<file path="src/rtl/output_pack_writer.sv">
// output_pack_writer
//   Packs a stream of pooled output elements into SRAM words and writes them
//   at consecutive addresses starting from a per-frame base address.
//   Lane 0 of each word occupies the most significant element slot. A word is
//   closed when its last lane is filled, or early on in_last, in which case
//   the unfilled lanes are zero-filled.
//
//   Optional feature: define OUTPUT_PACK_WORD_COUNT_EN to add the
//   words_written output, a saturating per-frame count of committed writes.
//
// Ports
//   clk                 : clock, rising edge
//   reset_b             : asynchronous active-low reset
//   frame_start         : one-cycle pulse opening a frame (honoured in IDLE only)
//   base_addr           : first word address of the frame
//   in_valid/in_ready   : element stream handshake
//   in_data             : element value
//   in_last             : marks the final element of the frame
//   sram_write_enable   : write request (driven from the pending flag)
//   sram_write_address  : word address of the pending write
//   sram_write_data     : packed word of the pending write
//   sram_ready          : SRAM grant; a write commits when enable and ready are 1
//   words_written       : committed words in the current/last frame (optional)
//   frame_done          : one-cycle pulse after the final commit of a frame
//   busy                : high whenever the writer is not IDLE
`timescale 1ns/1ps

module output_pack_writer #(
  parameter int ELEM_W         = 8,
  parameter int ELEMS_PER_WORD = 2,
  parameter int ADDR_W         = 12,
  localparam int WORD_W        = ELEM_W * ELEMS_PER_WORD
) (
  input  logic              clk,
  input  logic              reset_b,
  input  logic              frame_start,
  input  logic [ADDR_W-1:0] base_addr,
  input  logic              in_valid,
  output logic              in_ready,
  input  logic [ELEM_W-1:0] in_data,
  input  logic              in_last,
  output logic              sram_write_enable,
  output logic [ADDR_W-1:0] sram_write_address,
  output logic [WORD_W-1:0] sram_write_data,
  input  logic              sram_ready,
`ifdef OUTPUT_PACK_WORD_COUNT_EN
  output logic [ADDR_W:0]   words_written,
`endif
  output logic              frame_done,
  output logic              busy
);

  localparam int LANE_W = (ELEMS_PER_WORD > 1) ? $clog2(ELEMS_PER_WORD) : 1;

  typedef enum logic [1:0] {IDLE, ACTIVE, DRAIN} state_t;

  state_t              state;
  logic                pending;
  logic [LANE_W-1:0]   lane;
  logic [ADDR_W-1:0]   addr;
  logic [WORD_W-1:0]   word_q;
  logic [WORD_W-1:0]   build;
  logic                done_q;

  logic                commit;
  logic                accept;
  logic                close_word;
  logic [WORD_W-1:0]   merged;

  assign commit     = pending & sram_ready;
  // A new element may enter while the pending word leaves in the same cycle,
  // which keeps the stream at one element per cycle across word boundaries.
  assign in_ready   = (state == ACTIVE) && (!pending || sram_ready);
  assign accept     = in_valid & in_ready;
  assign close_word = accept && ((lane == LANE_W'(ELEMS_PER_WORD - 1)) || in_last);

  // Partial word with the incoming element dropped into its lane; lanes not
  // yet written are still zero in build, which gives the zero-fill on in_last.
  always_comb begin
    merged = build;
    for (int k = 0; k < ELEMS_PER_WORD; k++) begin
      if (lane == LANE_W'(k)) begin
        merged[WORD_W-1-k*ELEM_W -: ELEM_W] = in_data;
      end
    end
  end

  always_ff @(posedge clk or negedge reset_b) begin
    if (!reset_b) begin
      state   <= IDLE;
      pending <= 1'b0;
      lane    <= '0;
      addr    <= '0;
      word_q  <= '0;
      build   <= '0;
      done_q  <= 1'b0;
    end else begin
      done_q <= 1'b0;

      if (commit) begin
        addr <= addr + ADDR_W'(1);
      end

      // A word closing in the same cycle as a commit simply replaces it.
      if (close_word) begin
        word_q  <= merged;
        pending <= 1'b1;
      end else if (commit) begin
        pending <= 1'b0;
      end

      if (accept) begin
        lane  <= lane + LANE_W'(1);
        build <= close_word ? '0 : merged;
      end

      case (state)
        IDLE: begin
          if (frame_start) begin
            state <= ACTIVE;
            addr  <= base_addr;
            lane  <= '0;
            build <= '0;
          end
        end
        ACTIVE: begin
          if (accept && in_last) begin
            state <= DRAIN;
          end
        end
        DRAIN: begin
          if (commit) begin
            state  <= IDLE;
            done_q <= 1'b1;
          end
        end
        default: state <= IDLE;
      endcase
    end
  end

`ifdef OUTPUT_PACK_WORD_COUNT_EN
  always_ff @(posedge clk or negedge reset_b) begin
    if (!reset_b) begin
      words_written <= '0;
    end else if (state == IDLE && frame_start) begin
      words_written <= '0;
    end else if (commit && !(&words_written)) begin
      words_written <= words_written + (ADDR_W+1)'(1);
    end
  end
`endif

  assign sram_write_enable  = pending;
  assign sram_write_address = addr;
  assign sram_write_data    = word_q;
  assign frame_done         = done_q;
  assign busy               = (state != IDLE);

endmodule

</file>
<file path="config.mk">
export PLATFORM = sky130hd
export DESIGN_NAME = output_pack_writer
export DESIGN_NICKNAME = d
export VERILOG_FILES = /design/src/rtl/output_pack_writer.sv
export SDC_FILE = /design/constraint.sdc
export NUM_CORES = 1
export LEC_CHECK = 0
export ABC_CLOCK_PERIOD_IN_PS = 2100
export CORE_MARGIN = 5
export CORE_UTILIZATION = 48
export DETAILED_ROUTE_END_ITERATION = 6
export GPL_TIMING_DRIVEN = 1
export PLACE_DENSITY = 0.79
export SYNTH_ARGS = -nofsm -noshare
export SYNTH_HDL_FRONTEND = slang
export SYNTH_SLANG_ARGS = --single-unit
export TNS_END_PERCENT = 1
</file>
<file path="constraint.sdc">
create_clock -name clk -period 2.1 [get_ports clk]
set_clock_uncertainty 0.15 [all_clocks]
set_input_delay 0.21 -clock clk [delete_from_list [all_inputs] [get_ports clk]]
set_output_delay 0.21 -clock clk [all_outputs]
set_load 0.02 [all_outputs]
</file>
==> Yosys cells after proc, flatten, opt, wreduce, memory -nomap -nowiden <==
Cells that the tools add are included.
W data, S select, Z words.
{ "totals": {"regBits": 49, "inputBits": 26, "output_inout_bits": 32, "elab_cells": 46} }
{ "classes": {"n_addsub": 2, "n_eq_ne": 5, "muxes": 20, "bitwise": 2, "reduce_logical": 10} }
{ "ops": {"columns": ["cell", "n"], "rows": [
  ["$mux W16", 4],
  ["$mux W12", 3],
  ["$mux W8", 2],
  ["$add A12 B1 Y12 const B", 1],
  ["$mux W1", 7],
  ["$mux W2", 3],
  ["$pmux W2 S3", 1],
  ["$ne A2 B2 Y1 const B", 2],
  ["$reduce_bool A2 Y1", 2],
  ["$logic_and A1 B1 Y1", 3],
  ["$reduce_and A3 Y1", 1],
  ["$and A1 B1 Y1", 2],
  ["$eq A2 B1 Y1 const B", 1],
  ["$eq A2 B2 Y1 const B", 1],
  ["$logic_not A2 Y1", 1],
  ["$logic_or A1 B1 Y1", 2],
  ["$ne A2 B1 Y1 const B", 1],
  ["$add A1 B1 Y1 const B", 1],
  ["$logic_not A1 Y1", 1]
]} }

==> Longest topological paths before layout <==
Gate-level depths: netlist of run 1.
{ "logic_depth": {"word_depth": 9, "depth_mapped": 6, "ltp_nobuf": 5} }

==> Least setup slack after synthesis of run 1 <==
No wires, ideal clock.
{ "synth_timing": {"kind": "flip-flop to flip-flop", "startpoint": "register addr[0], in the netlist sram_write_address[0]", "endpoint": "register addr[10], in the netlist sram_write_address[10]", "setup_ps": 135, "arrival_ps": 1354, "required_time_ps": 1815, "setup_slack_ps": 462, "path_stages_with_launch": 6, "n_path_buf": 0, "period_less_slack_ps": 1638, "path_cell_list": "dfrtp_1 ha_1 nand4_1 nor4_1 xnor2_1 a21oi_1"} }
{ "synth_between": {"elab_chain_len": 4} }
{ "synth_lines": {"columns": ["item", "line", "text"], "rows": [
  ["start, declared", "60", "logic [ADDR_W-1:0] addr;"],
  ["start signal, assigned", "101", "addr <= addr + ADDR_W'(1);"],
  ["start signal, assigned", "121", "addr <= base_addr;"],
  ["$add A12 B1 Y12 (*)", "101", null],
  ["$mux W12 (*)", "100", "if (commit) begin"],
  ["$mux W12", "119", "if (frame_start) begin"],
  ["$mux W12 (*)", "117", "case (state)"]
]} }
Mark *: on every way between the ends. The rest lies on a longest branch, timed or not.
A chain may end at the register's enable or synchronous reset.

==> Final worst setup path of run 1 <==
{ "layout_timing": {"startpoint": "register pending, in the netlist sram_write_enable", "endpoint": "output in_ready"} }
{ "layout_between": {"elab_chain_len": 3} }
{ "layout_lines": {"columns": ["item", "line", "text"], "rows": [
  ["start, declared", "58", "logic pending;"],
  ["start signal, assigned", "91", "pending <= 1'b0;"],
  ["start signal, assigned", "107", "pending <= 1'b1;"],
  ["start signal, assigned", "109", "pending <= 1'b0;"],
  ["$logic_not A1 Y1", "73", "assign in_ready = (state == ACTIVE) && (!pending || sram_ready);"],
  ["$logic_or A1 B1 Y1", "73", null],
  ["$logic_and A1 B1 Y1", "73", null],
  ["end, declared", "39", "output logic in_ready,"]
]} }
No other way between the ends.

==> results of run 1 <==
==> metal layers <==
layer | up-vias | wire length [um]
met5 | - | 0
met4 | 0 | 117
met3 | 9 | 194
met2 | 40 | 2547
met1 | 907 | 2352
li1 | 890 | -
==> cells in the mapped netlist <==
library cell	n	area share, %
a21oi_1	11	2.4
and2_1	1	0.28
and3_1	9	2.5
and4_1	2	0.78
buf_2	5	1.1
buf_6	3	1.5
clkbuf_1	5	0.84
dfrtp_1	49	55
ha_1	1	0.56
inv_1	3	0.50
mux2i_1	17	7.6
nand2_1	24	4.0
nand2b_1	2	0.56
nand2b_2	1	0.39
nand3_1	12	2.7
nand4_1	5	1.4
nor2_1	9	1.5
nor3_1	1	0.22
nor4_1	3	0.84
nor4_2	1	0.56
o211a_1	1	0.45
o21ai_0	24	5.3
o21ai_1	18	4.0
o21ai_4	1	0.72
xnor2_1	8	3.1
xor2_1	4	1.6
==> critical path, cell delays in order (launching register included) <==
cell	delay, ps
dfrtp_1	450
nand2b_2	140
and3_1	170
clkdlybuf4s50_1	600
==> layout make-up <==
class	instances	area [sq um]	share of cell area (%)
clock buffer	6	82.58	2.780
clock inverter	2	17.52	0.5897
inverter	3	11.26	0.3791
multi-input combinational	155	932.1	31.38
sequential	49	1226	41.28
tap	52	65.06	2.190
timing repair buffer	66	635.6	21.40
==> registers in the layout (all words and copies together) (netlist names) <==
name,flops
state,2
build,16
lane,1
frame_done,1
sram_write_enable,1
sram_write_data,16
sram_write_address,12
==> cells by family after synthesis <==
logic type | count (synthesis)
AND/OR/NAND/NOR | 70
AO/OA/AOI/OAI | 55
flip-flops | 49
multiplexers | 17
buffers and inverters | 16
XOR/XNOR | 12
adder cells (fa/ha/maj) | 1
==> timing repair <==
action                                 4_1_cts  5_1_grt
buffers inserted                             0        0
endpoints found under the hold margin       25        0
hold buffers                                 1        0
==> power breakdown <==
| group | internal [mW] | switching (mW) | total (mW) | leakage (nW) |
|---|---|---|---|---|
| sequential | 0.943 | 0 | 0.943 | 0.680 |
| clock | 0.274 | 0.332 | 0.606 | 0.0518 |
| combinational | 0.0496 | 0.0423 | 0.0918 | 0.531 |
==> final timing paths <==
path	startpoint	to	depth (start not counted)
setup / recovery	sram_write_enable$_DFFE_PN0P_	in_ready	3
min in group clk	base_addr[8]	sram_write_address[8]$_DFF_PN0_	3
max in group asynchronous	reset_b	build[10]$_DFF_PN0_	3
hold reg to reg	build[2]$_DFF_PN0_	build[2]$_DFF_PN0_	1
setup reg to reg	sram_write_address[0]$_DFF_PN0_	sram_write_address[10]$_DFF_PN0_	5
hold / removal	reset_b	sram_write_data[12]$_DFFE_PN0P_	2
==> results.ini, run 1 <==
[run_status]
status=finished clean

[floorplan]
start_util_pct=50.56
coreArea_sq_um=4444
die_area_sq_um=6150
die_w_um=78.42
placementRows=24
die_height_um=78.42
ios=58

[global_routing]
grtUsageMet3_pct=3.089
grt_pass1_wl_mm=8.735
grt.met1_usage_pct=23.63
use_met2_pct=28.94
busiest_layer=met2
grt_pass1_vias=1857
grt_max_degree=28
grt-ovfl-total=0
grt_use_total_pct=17.87
antenna_found_initial=0

[timing]
setup_viol=0
max_slew_margin_pct=60.48
timing.fmax_mhz=496.7
post-route-period-util_pct=95.87
report.final.slew_viol_count=0
period_needed_ps=2013
rsz0062_at_grt=no
whs_ps=146.0
hold_viol=0
final.setup.tns_ps=0
worst_slack_ps=86.67
worst_slew_pin_slew_ps=590.5

[place]
gp_congestion=0.7674
dpl_cell_area_sq_um=2860
hpwlAfterDp_mm=3.601
port_buffers=57
place_ws_ps=111.7
place_inst=324

[synth]
muxShareOfSynthArea_pct=7.572
synth-compound-area-share_pct=12.97
yosysWarnings=0
syn_area_per_cell_sq_um=10.21
syn_nets=247
ys_types=26
ys_seq_area_share_pct=54.57
synth-simple-area-share_pct=15.70
synth_area_sq_um=2247
synth-seq-cells=49
syn-instance-count=220
synth_top_family_by_area=simple AND/OR/NAND/NOR gates
synthXorXnorAreaFrac_pct=4.677
synth_fa_ha_area_share_pct=0.5568

[clocking]
clk_latency_ps=300
cts_tree=built
cts_inserted_buffers=5
cts_root_buf=clkbuf_8
ctsResizeCount=0
path_clk_slew_ps=100
clk_path_buf_depth=2
htreeDepth=2
cts_sinks=49

[detailed_routing]
ant_nets=0
via_count=1846
wl_per_cell_um=15.65
avgViaCountPerCell=5.544
drc=0
drtIter0Drc=86
drt_wl_total_mm=5.210
drtPass1Iterations=4

[power]
power_mw=1.640
ir_drop_mv=0.4523
cellPowerDensity_nw_per_um2=552.3
power_leakage_nw=1.263

[critical_path]
crit_type=flop to output pin
worstPathRequired_ps=1740
ff2ff_setup_slack_ps=420
arrival_ps=1650
crit_fanout=7
crit_path_end_kind=output pin
cp-start-kind=flop

[cells_and_area]
fillers=365
design_area_sq_um=2970
fin_util_pct=66.84
num-nets-final=307
final_cell_mix=clkdlybuf4s50_1, dfrtp_1, nand2_1, o21ai_0, o21ai_1
drive_gt1_share_pct=7.117
diodes=0
final_cells=333
areaGrowthSynthToFinish_pct=32.18
final_common_cell=clkdlybuf4s50_1

[job]
drv_cap=0

[worst_hold_path]
hp-class=input port to asynchronous set/reset pin

Power figures use the tool's default switching activity.
==> inputs of run 2 (changes only) <==
Settings changed: CORE_UTILIZATION 48 to 45, PLACE_DENSITY 0.79 to 0.75, SLEW_MARGIN set to 20.
==> results.ini, run 2 (synthesized netlist as in run 1, its figures left out) <==
[power]
cellPowerDensity_nw_per_um2=575.9  ; was 552.3 nW/um^2
ir_drop_mv=0.4181  ; was 0.4523 mV
power_leakage_nw=1.275  ; was 1.263 nW

[job]
drv_cap=0  ; unchanged

[floorplan]
die_area_sq_um=6507  ; was 6150 sq um
coreArea_sq_um=4786  ; was 4444 sq um
start_util_pct=46.95  ; was 50.56%
die_w_um=80.67  ; was 78.42 um
ios=58  ; unchanged
die_height_um=80.67  ; was 78.42 um
placementRows=25  ; was 24

[place]
port_buffers=57  ; unchanged
gp_congestion=0.8494  ; was 0.7674
hpwlAfterDp_mm=3.856  ; was 3.601 mm

[critical_path]
crit_path_end_kind=output pin  ; unchanged
crit_start=sram_write_enable$_DFFE_PN0P_  ; unchanged
ff2ff_setup_slack_ps=400  ; was 420 ps
timing.rr.start=sram_write_address[0]$_DFF_PN0_  ; unchanged
cp-start-kind=flop  ; unchanged
crit_fanout=7  ; unchanged
worstPathRequired_ps=1740  ; about the same
arrival_ps=1680  ; was 1650 ps
crit_type=flop to output pin  ; unchanged

[global_routing]
grt_pass1_wl_mm=8.914  ; was 8.735 mm
grt-ovfl-total=0  ; unchanged
grt_max_degree=27  ; was 28
grt_use_total_pct=17.81  ; was 17.87%
antenna_found_initial=0  ; unchanged
grt_pass1_vias=1858  ; was 1857

[clocking]
cts_sinks=49  ; unchanged
htreeDepth=2  ; unchanged
cts_root_buf=clkbuf_8  ; unchanged
post-cts-setup-buffers=0  ; unchanged
cts_inserted_buffers=5  ; unchanged
path_clk_slew_ps=90  ; was 100 ps
clk_path_buf_depth=2  ; unchanged
cts_tree=built  ; unchanged
clk_latency_ps=300  ; about the same

[cells_and_area]
diodes=0  ; unchanged
drive_gt1_share_pct=7.092  ; was 7.117%
num-nets-final=308  ; was 307
areaGrowthSynthToFinish_pct=34.08  ; was 32.18%
final_cell_mix=clkdlybuf4s50_1, dfrtp_1, nand2_1, o21ai_0, o21ai_1  ; unchanged
final_common_cell=clkdlybuf4s50_1  ; unchanged

[detailed_routing]
avgViaCountPerCell=5.241  ; was 5.544
drc=0  ; unchanged
drtPass1Iterations=4  ; unchanged
ant_nets=0  ; unchanged
drtIter0Drc=87  ; was 86
wl_per_cell_um=15.42  ; was 15.65 um
drt_wl_total_mm=5.382  ; was 5.210 mm
via_count=1829  ; was 1846

[timing]
worst_slew_pin_slew_ps=601.6  ; was 590.5 ps
post-route-period-util_pct=96.97  ; was 95.87%
setup_viol=0  ; unchanged
report.final.slew_viol_count=0  ; unchanged
timing.fmax_mhz=491.1  ; was 496.7 MHz
max_slew_margin_pct=59.74  ; was 60.48%
final.setup.tns_ps=0  ; unchanged
period_needed_ps=2036  ; was 2013 ps
hold_viol=0  ; unchanged
rsz0062_at_grt=no  ; unchanged
whs_ps=282.0  ; was 146.0 ps

[run_status]
status=finished clean  ; unchanged

[worst_hold_path]
hp-class=input port to asynchronous set/reset pin  ; unchanged

==> run 2: changes by cell type in the layout (fill, tap and decap cells not counted) <==
cell       change
buf_4          +1
bufinv_16      +1
clkbuf_1       +1
inv_6          -1
clkinv_4       -1
==> run 2: timing repair <==
action / CTS / global route
gates resized for setup: 0 / 0
hold buffers: 1 / 0
hold endpoints to repair: 24 / 0
==> run 2: worst paths after layout <==
check,endpoint,cells past startpoint
worst max-delay path,in_ready,3
worst min-delay path,sram_write_data[5]$_DFFE_PN0P_,2
worst max register to register,sram_write_address[10]$_DFF_PN0_,5
worst min register to register,build[1]$_DFF_PN0_,1
max in group asynchronous,build[11]$_DFF_PN0_,3
min in group clk,sram_write_address[8]$_DFF_PN0_,3
==> run 2: metrics by stage <==
step / util (%) / cell area, sq um / power (mW) / cells / setup slack [ps]
floorplan: - / 2247 / 0.9724 / 220 / 461.6
global placement: 60.31 / 2887 / 1.054 / 340 / 132.1
detailed placement: 60.31 / 2887 / 1.054 / 340 / 140.8
CTS: 62.95 / 3013 / 1.749 / 349 / 56.91
global route: 62.95 / 3013 / 1.788 / 349 / 3.146
finish: 62.95 / 3013 / 1.735 / 349 / 63.63
==> run 2: layout make-up <==
type / instances / area (sq um)
flip-flops and latches: 49 / 1226
repair buffers: 67 / 643.1
inverters: 3 / 11.26
clock inverters: 1 / 30.03
well taps: 67 / 83.83
clock buffers: 7 / 86.33
fillers: 434 / 1773
multi-input cells: 155 / 932.1
==> run 2: worst max-delay path, cell delays in order, from the launching register on <==
cell	delay, ps
dfrtp_1	470
nand2b_2	140
and3_1	170
clkdlybuf4s50_1	600
==> run 2: metal layers <==
| metal | GRT usage [%] | routed length (um) | vias up |
|---|---|---|---|
| li1 | - | - | 890 |
| met1 | 22.63 | 2423 | 882 |
| met2 | 29.97 | 2629 | 46 |
| met3 | 3.700 | 208 | 11 |
| met4 | 6.250 | 121 | 0 |
| met5 | 0 | 0 | - |
==> run 2: power breakdown <==
group / switching [mW] / internal [mW]
logic: 0.0435 / 0.0496
clock network: 0.311 / 0.389
registers: 0 / 0.943
total: 0.355 / 1.38
==> inputs of run 3 (changes only) <==
Settings changed: ABC_CLOCK_PERIOD_IN_PS 2100 to 2000, CORE_UTILIZATION 45 to 46, PLACE_DENSITY 0.75 to 0.76.
Clock period 2.1 ns to 2 ns, I/O delays scaled along.
==> results.ini, run 3 (synthesized netlist as in run 1, its figures left out) <==
[clocking]
path_clk_slew_ps=90  ; about the same
cts_tree=built  ; unchanged
clk_path_buf_depth=2  ; unchanged
clk_latency_ps=300  ; about the same
cts_sinks=49  ; unchanged
cts_inserted_buffers=5  ; unchanged
htreeDepth=2  ; unchanged
cts_root_buf=clkbuf_8  ; unchanged

[detailed_routing]
drc=0  ; unchanged
drtPass1Iterations=4  ; unchanged
ant_nets=0  ; unchanged
drtIter0Drc=134  ; was 87
wl_per_cell_um=14.62  ; was 15.42 um
drt_wl_total_mm=5.073  ; was 5.382 mm
via_count=1815  ; was 1829
avgViaCountPerCell=5.231  ; was 5.241

[timing]
worst_slack_ps=153.1  ; was 63.63 ps
hold_viol=0  ; unchanged
report.final.slew_viol_count=0  ; unchanged
worst_slew_pin_slew_ps=589.4  ; was 601.6 ps
period_needed_ps=1847
final.setup.tns_ps=0  ; unchanged
max_slew_margin_pct=60.56  ; was 59.74%
whs_ps=269.6  ; was 282.0 ps
post-route-period-util_pct=92.34
rsz0062_at_grt=no  ; unchanged
setup_viol=0  ; unchanged
timing.fmax_mhz=541.5

[place]
hpwlAfterDp_mm=3.531  ; was 3.856 mm
dpl_cell_area_sq_um=2897  ; was 2887 sq um
port_buffers=57  ; unchanged
place_ws_ps=5.551  ; was 140.8 ps
gp_congestion=0.7985  ; was 0.8494
place_inst=338  ; was 340

[global_routing]
grt_pass1_wl_mm=8.314  ; was 8.914 mm
grt_pass1_vias=1733  ; was 1858
grt-ovfl-total=0  ; unchanged
antenna_found_initial=0  ; unchanged
grt_max_degree=50  ; was 27
grt_use_total_pct=16.78  ; was 17.81%

[power]
ir_drop_mv=0.3418  ; was 0.4181 mV
cellPowerDensity_nw_per_um2=550.0  ; was 575.9 nW/um^2
power_leakage_nw=1.261  ; was 1.275 nW
power_mw=1.642  ; was 1.735 mW

[floorplan]
coreArea_sq_um=4723  ; was 4786 sq um
ios=58  ; unchanged
die_height_um=79.90  ; was 80.67 um
die_area_sq_um=6383  ; was 6507 sq um
die_w_um=79.90  ; was 80.67 um
placementRows=25  ; unchanged
start_util_pct=47.58  ; was 46.95%

[cells_and_area]
final_cells=347  ; was 349
fillers=390  ; was 434
design_area_sq_um=2985  ; was 3013 sq um
final_common_cell=clkdlybuf4s50_1  ; unchanged
diodes=0  ; unchanged
num-nets-final=306  ; was 308
fin_util_pct=63.21  ; was 62.95%
final_cell_mix=clkdlybuf4s50_1, dfrtp_1, nand2_1, o21ai_0, o21ai_1  ; unchanged
drive_gt1_share_pct=5.714  ; was 7.092%
areaGrowthSynthToFinish_pct=32.85  ; was 34.08%

[critical_path]
crit_fanout=7  ; unchanged
arrival_ps=1500  ; was 1680 ps
worstPathRequired_ps=1650  ; was 1740 ps
crit_path_end_kind=output pin  ; unchanged
crit_type=flop to output pin  ; unchanged
cp-start-kind=flop  ; unchanged

[job]
drv_cap=0  ; unchanged

[run_status]
status=finished clean  ; unchanged

[worst_hold_path]
hp-class=input port to asynchronous set/reset pin  ; unchanged

==> run 3: changes by cell type in the layout (fill, tap and decap cells not counted), sizes merged <==
cell | before | now
clkdlybuf4s50 | 56 | 55
dlygate4sd2 | 0 | 1
clkbuf | 7 | 8
buf | 10 | 8
bufinv | 1 | 0
==> run 3: layout make-up <==
type	count	area, sq um	share of cell area (%)
clock buffer	8	80.08	2.682
inverter	3	11.26	0.3772
multi-input combinational	155	932.1	31.22
sequential	49	1226	41.07
tap	67	83.83	2.808
timing repair buffer	65	651.9	21.84
==> run 3: where the power goes <==
part           internal [mW]  total (mW)  switching (mW)
sequential             0.990       0.990               0
combinational         0.0536      0.0987          0.0451
clock                  0.249       0.554           0.305
==> run 3: worst paths after layout <==
check / from / end / slack [ps] / cells past startpoint
min reg2reg: sram_write_data[15]$_DFFE_PN0P_ / sram_write_data[15]$_DFFE_PN0P_ / 360 / 2
max: state[0]$_DFFE_PN0P_ / busy / 150 / 3
max reg2reg: sram_write_address[0]$_DFF_PN0_ / sram_write_address[8]$_DFF_PN0_ / 280 / 5
min: reset_b / sram_write_data[1]$_DFFE_PN0P_ / 270 / 3
max in group asynchronous: reset_b / sram_write_data[14]$_DFFE_PN0P_ / 1200 / 3
min in group clk: base_addr[8] / sram_write_address[8]$_DFF_PN0_ / 290 / 3
==> run 3: per-layer routing <==
metal	up-vias	GRT usage, %	wire (um)
li1	885	-	-
met1	878	22.04	2205
met2	45	27.32	2575
met3	7	3.499	235
met4	0	6.081	56
met5	-	0	0
==> run 3: timing repair <==
action | 4_1_cts | 5_1_grt
hold buffers | 1 | 0
endpoints found under the hold margin | 49 | 0
setup endpoints to repair | 1 | 0
gates resized for setup | 1 | 0
setup buffers | 0 | 0
==> run 3: worst max-delay path: stages, from the launching register on <==
cell,delay (ps)
dfrtp_1,450
nor2_1,170
inv_1,60
clkdlybuf4s50_1,530
==> RTL change 1: new RTL, flow settings as in run 3 <==
The option `OUTPUT_PACK_WORD_COUNT_EN` is turned on by a define.
--- a/src/rtl/output_pack_writer.sv
+++ b/src/rtl/output_pack_writer.sv
@@ -24,6 +24,8 @@
 //   frame_done          : one-cycle pulse after the final commit of a frame
 //   busy                : high whenever the writer is not IDLE
 `timescale 1ns/1ps
+
+`define OUTPUT_PACK_WORD_COUNT_EN
 
 module output_pack_writer #(
   parameter int ELEM_W         = 8,
Formal check against the unedited RTL (old outputs only; new: words_written): equivalent (equiv_simple and equiv_induct, registers matched by name and starting in step).
==> RTL change 1 against run 3 <==
  * Power rose to 3.2 times the old value
  * Worst hold slack got worse by 0.25 ns
  * Worst setup slack worse by 0.081 ns
  * Sequential cell count grew 13
  * Wire length increased by 47%
  * Global-route usage is 3.6 points higher
  * Sequential power grew 91%
  * Final area increased by 36%
  * Synthesized area grew 27%
==> RTL change 1: results (changes against run 3) <==
<table>
<tr><th>Metric</th><th>Value</th></tr>
<tr><th colspan="2">Critical path</th></tr>
<tr><td>Endpoint of the lowest-slack register-to-register path</td><td>words_written[10]</td></tr>
<tr><td>CP top delay family</td><td>simple AND/OR/NAND/NOR gates</td></tr>
<tr><td>Internal reg-to-reg setup slack</td><td>0.07 ns (-0.21 ns)</td></tr>
<tr><td>Slowest cell on the critical path</td><td>sky130_fd_sc_hd__or4_1</td></tr>
<tr><td>Worst EP arrival</td><td>2.04 ns (+0.54 ns)</td></tr>
<tr><td>Crit Path Class</td><td>reg2reg</td></tr>
<tr><td>Crit path max fanout</td><td>5 (-2)</td></tr>
<tr><th colspan="2">Power and ir drop</th></tr>
<tr><td>Internal Dissipation</td><td>3324 uW (+160%)</td></tr>
<tr><td>Power in combinational cells</td><td>2160 uW (+2100%)</td></tr>
<tr><td>Power dissipated in sequential cells</td><td>1890 uW (+91%)</td></tr>
<tr><td>Worst voltage drop across the vdd grid</td><td>672.1 uV (+97%)</td></tr>
<tr><td>Pwr per Cell Area</td><td>1297 nW/um2 (+140%)</td></tr>
<tr><td>Total leakage power</td><td>0.001753 uW (+39%)</td></tr>
<tr><th colspan="2">Finish</th></tr>
<tr><td>Filler cells</td><td>477 (+22%)</td></tr>
<tr><td>Post-Layout Cell Count</td><td>467 (+35%)</td></tr>
<tr><td>Share of final-layout standard cells stronger than drive strength 1</td><td>12.50% (+6.8 points)</td></tr>
<tr><th colspan="2">Synth</th></tr>
<tr><td>Biggest area contributors in the synthesized netlist</td><td>sky130_fd_sc_hd__dfrtp_1, sky130_fd_sc_hd__nand2_1, sky130_fd_sc_hd__mux2i_1, sky130_fd_sc_hd__o21ai_0, sky130_fd_sc_hd__nand3_1</td></tr>
<tr><td>Library cells used by synthesis</td><td>32 (+23%)</td></tr>
<tr><td>Mean area per synthesized cell</td><td>9.737 um2 (-4.7%)</td></tr>
<tr><td>Net count of the mapped netlist</td><td>322 (+30%)</td></tr>
<tr><th colspan="2">Detailed routing</th></tr>
<tr><td>Average wire per standard cell</td><td>15.93 um (+8.9%)</td></tr>
<tr><td>Drt first-iter violations</td><td>135 (+0.75%)</td></tr>
<tr><td>Via count</td><td>2511 (+38%)</td></tr>
<tr><th colspan="2">Clock network</th></tr>
<tr><td>CTS H-Tree Depth</td><td>3 (+1)</td></tr>
<tr><td>Clock slew at reported path FFs</td><td>0.07 ns (-0.02 ns)</td></tr>
<tr><th colspan="2">Global route</th></tr>
<tr><td>GRT Total Usage</td><td>20.43% (+3.6 points)</td></tr>
<tr><td>Vias in the first global route</td><td>2595 (+50%)</td></tr>
<tr><td>Largest net degree at the start of global routing</td><td>41 (-18%)</td></tr>
<tr><th colspan="2">Placement</th></tr>
<tr><td>Final HPWL from detailed placement</td><td>5.245 mm (+49%)</td></tr>
<tr><td>Final Wtd Congestion</td><td>0.9111 (+14%)</td></tr>
<tr><td>Placed cells</td><td>450 (+33%)</td></tr>
<tr><th colspan="2">Outcome</th></tr>
<tr><td>Outcome</td><td>finished, final reports clean</td></tr>
</table>
RTL change 1: logic make-up after synthesis:
logic type / synth area share (%)
AO/OA/AOI/OAI: 11.98
XOR/XNOR: 3.977
adder cells (fa/ha/maj): 0.8740
buffers and inverters: 2.360
flip-flops: 54.20
multiplexers: 5.944
AND/OR/NAND/NOR: 20.67
RTL change 1: timing repair:
action | in CTS | in global routing
hold endpoints to repair | 62 | 0
resized for setup | 2 | 3
hold buffers | 1 | 0
setup endpoints to repair | 2 | 3
RTL change 1: layout make-up:
cell class	count	share of cell area [%]
Clock buffer	12	3.575
Timing Repair Buffer	95	22.40
Clock inverter	4	1.726
Sequential cell	62	38.27
Inverter	4	0.3698
Multi-Input combinational cell	215	31.34
Tap cell	75	2.311
RTL change 1: routing by layer:
layer	share of wire [%]	routed length (um)	GRT usage, %	up-vias
met5	0	0	0	-
met3	4.2	311	3.502	14
met4	1.9	143	9.203	0
li1	-	-	-	1227
met2	48	3606	31.38	65
met1	45	3377	28.44	1205
==> RTL change 2: new RTL, config.mk and constraints of run 3 <==
Made on the original files. Encoding of `state_t`: now one-hot (3 bits for 3 states).
--- a/src/rtl/output_pack_writer.sv
+++ b/src/rtl/output_pack_writer.sv
@@ -52,7 +52,7 @@
 
   localparam int LANE_W = (ELEMS_PER_WORD > 1) ? $clog2(ELEMS_PER_WORD) : 1;
 
-  typedef enum logic [1:0] {IDLE, ACTIVE, DRAIN} state_t;
+  typedef enum logic [2:0] {IDLE = 3'b001, ACTIVE = 3'b010, DRAIN = 3'b100} state_t;
 
   state_t              state;
   logic                pending;
Function: same outputs for any inputs over 10 cycles, from zero or initial values and one cycle with reset_b low; not proved beyond that.
==> RTL change 2 against run 3 <==
  * Worst setup slack better by 0.023 ns
  * Wire length up 3.0%
  * Synthesized area up 1.4%
  * Final area up 4.9%
  * Highest routed layer unchanged
  * Sequential cell count up 1
  * Power up 11%
  * Critical path type unchanged
  * First-iteration DRC count down 6.7%
==> RTL change 2: results (changes against run 3) <==
<table>
<tr><th>Metric</th><th>Value</th></tr>
<tr><th colspan="2">Detailed routing</th></tr>
<tr><td>Met2 routed WL</td><td>2.694 mm (+4.6%)</td></tr>
<tr><td>Drt first-iter violations</td><td>125 (-6.7%)</td></tr>
<tr><th colspan="2">Power and ir drop</th></tr>
<tr><td>Total leakage power</td><td>0.001294 uW (+2.6%)</td></tr>
<tr><td>Power attributed to the clock group</td><td>726 uW (+31%)</td></tr>
<tr><td>Internal Dissipation</td><td>1439 uW (+11%)</td></tr>
<tr><th colspan="2">Global route</th></tr>
<tr><td>Largest net degree at the start of global routing</td><td>42 (-16%)</td></tr>
<tr><td>Met2 track demand over resource in global routing</td><td>31.54% (+4.2 points)</td></tr>
<tr><td>Met3 Resource Use GR</td><td>3.924% (+0.42 points)</td></tr>
<tr><td>Vias in the first global route</td><td>1936 (+12%)</td></tr>
<tr><td>GRT Total Usage</td><td>18.46% (+1.7 points)</td></tr>
<tr><th colspan="2">Critical path</th></tr>
<tr><td>Worst EP arrival</td><td>1.47 ns (-0.03 ns)</td></tr>
<tr><td>Endpoint of the lowest-slack register-to-register path</td><td>build[11]</td></tr>
<tr><td>CP top delay family</td><td>flip-flops</td></tr>
<tr><td>Internal reg-to-reg setup slack</td><td>0.36 ns (+0.08 ns)</td></tr>
<tr><td>Crit path max fanout</td><td>5 (-2)</td></tr>
<tr><th colspan="2">Synth</th></tr>
<tr><td>Biggest area contributors in the synthesized netlist</td><td>sky130_fd_sc_hd__dfrtp_1, sky130_fd_sc_hd__mux2i_1, sky130_fd_sc_hd__nand2_1, sky130_fd_sc_hd__o21ai_1, sky130_fd_sc_hd__xnor2_1</td></tr>
<tr><td>Library cells used by synthesis</td><td>27 (+3.8%)</td></tr>
<tr><th colspan="2">Outcome</th></tr>
<tr><td>Outcome</td><td>finished, final reports clean</td></tr>
<tr><th colspan="2">Placement</th></tr>
<tr><td>Final Wtd Congestion</td><td>0.7536 (-5.6%)</td></tr>
<tr><td>Total placed instance area</td><td>3007 um2 (+3.8%)</td></tr>
<tr><th colspan="2">Finish</th></tr>
<tr><td>Post-Layout Cell Count</td><td>359 (+3.5%)</td></tr>
<tr><td>#MultiIn Comb</td><td>161 (+3.9%)</td></tr>
<tr><td>Share of final layout cell area taken by clock buffers and inverters</td><td>3.596% (+0.91 points)</td></tr>
<tr><td>Multi-input combinational cell area</td><td>970.9 um2 (+4.2%)</td></tr>
<tr><th colspan="2">STA</th></tr>
<tr><td>Hold Slack</td><td>0.2191 ns (-0.05050 ns)</td></tr>
</table>
## RTL change 2: cell families after synthesis
| logic type | count (synthesis) | share of synthesized area (%) |
|---|---|---|
| buffers and inverters | 14 | 2.964 |
| muxes | 17 | 7.464 |
| AOI/OAI and AO/OA | 41 | 9.385 |
| DFF | 50 | 54.94 |
| xor gates and xnor gates | 12 | 4.610 |
| adders and majority gates | 1 | 0.5488 |
| and+or+nand+nor | 90 | 20.09 |
## RTL change 2: worst max path at each step
stage                                from                     end  slack, ns  depth (start not counted)
finish                           state[0]                    busy       0.18                          3
global route                     state[0]                    busy       0.07                          3
CTS                              state[0]                    busy       0.16                          3
detailed placement             sram_ready                in_ready       0.11                          4
global placement               sram_ready                in_ready       0.10                          4
floorplan           sram_write_address[0]  sram_write_address[10]       0.41                          5
## RTL change 2: timing repair
item,in CTS,in global routing
resized for setup,3,0
hold endpoints to repair,18,0
endpoints found under the setup margin,2,0
hold buffers,1,0
setup buffers,0,0
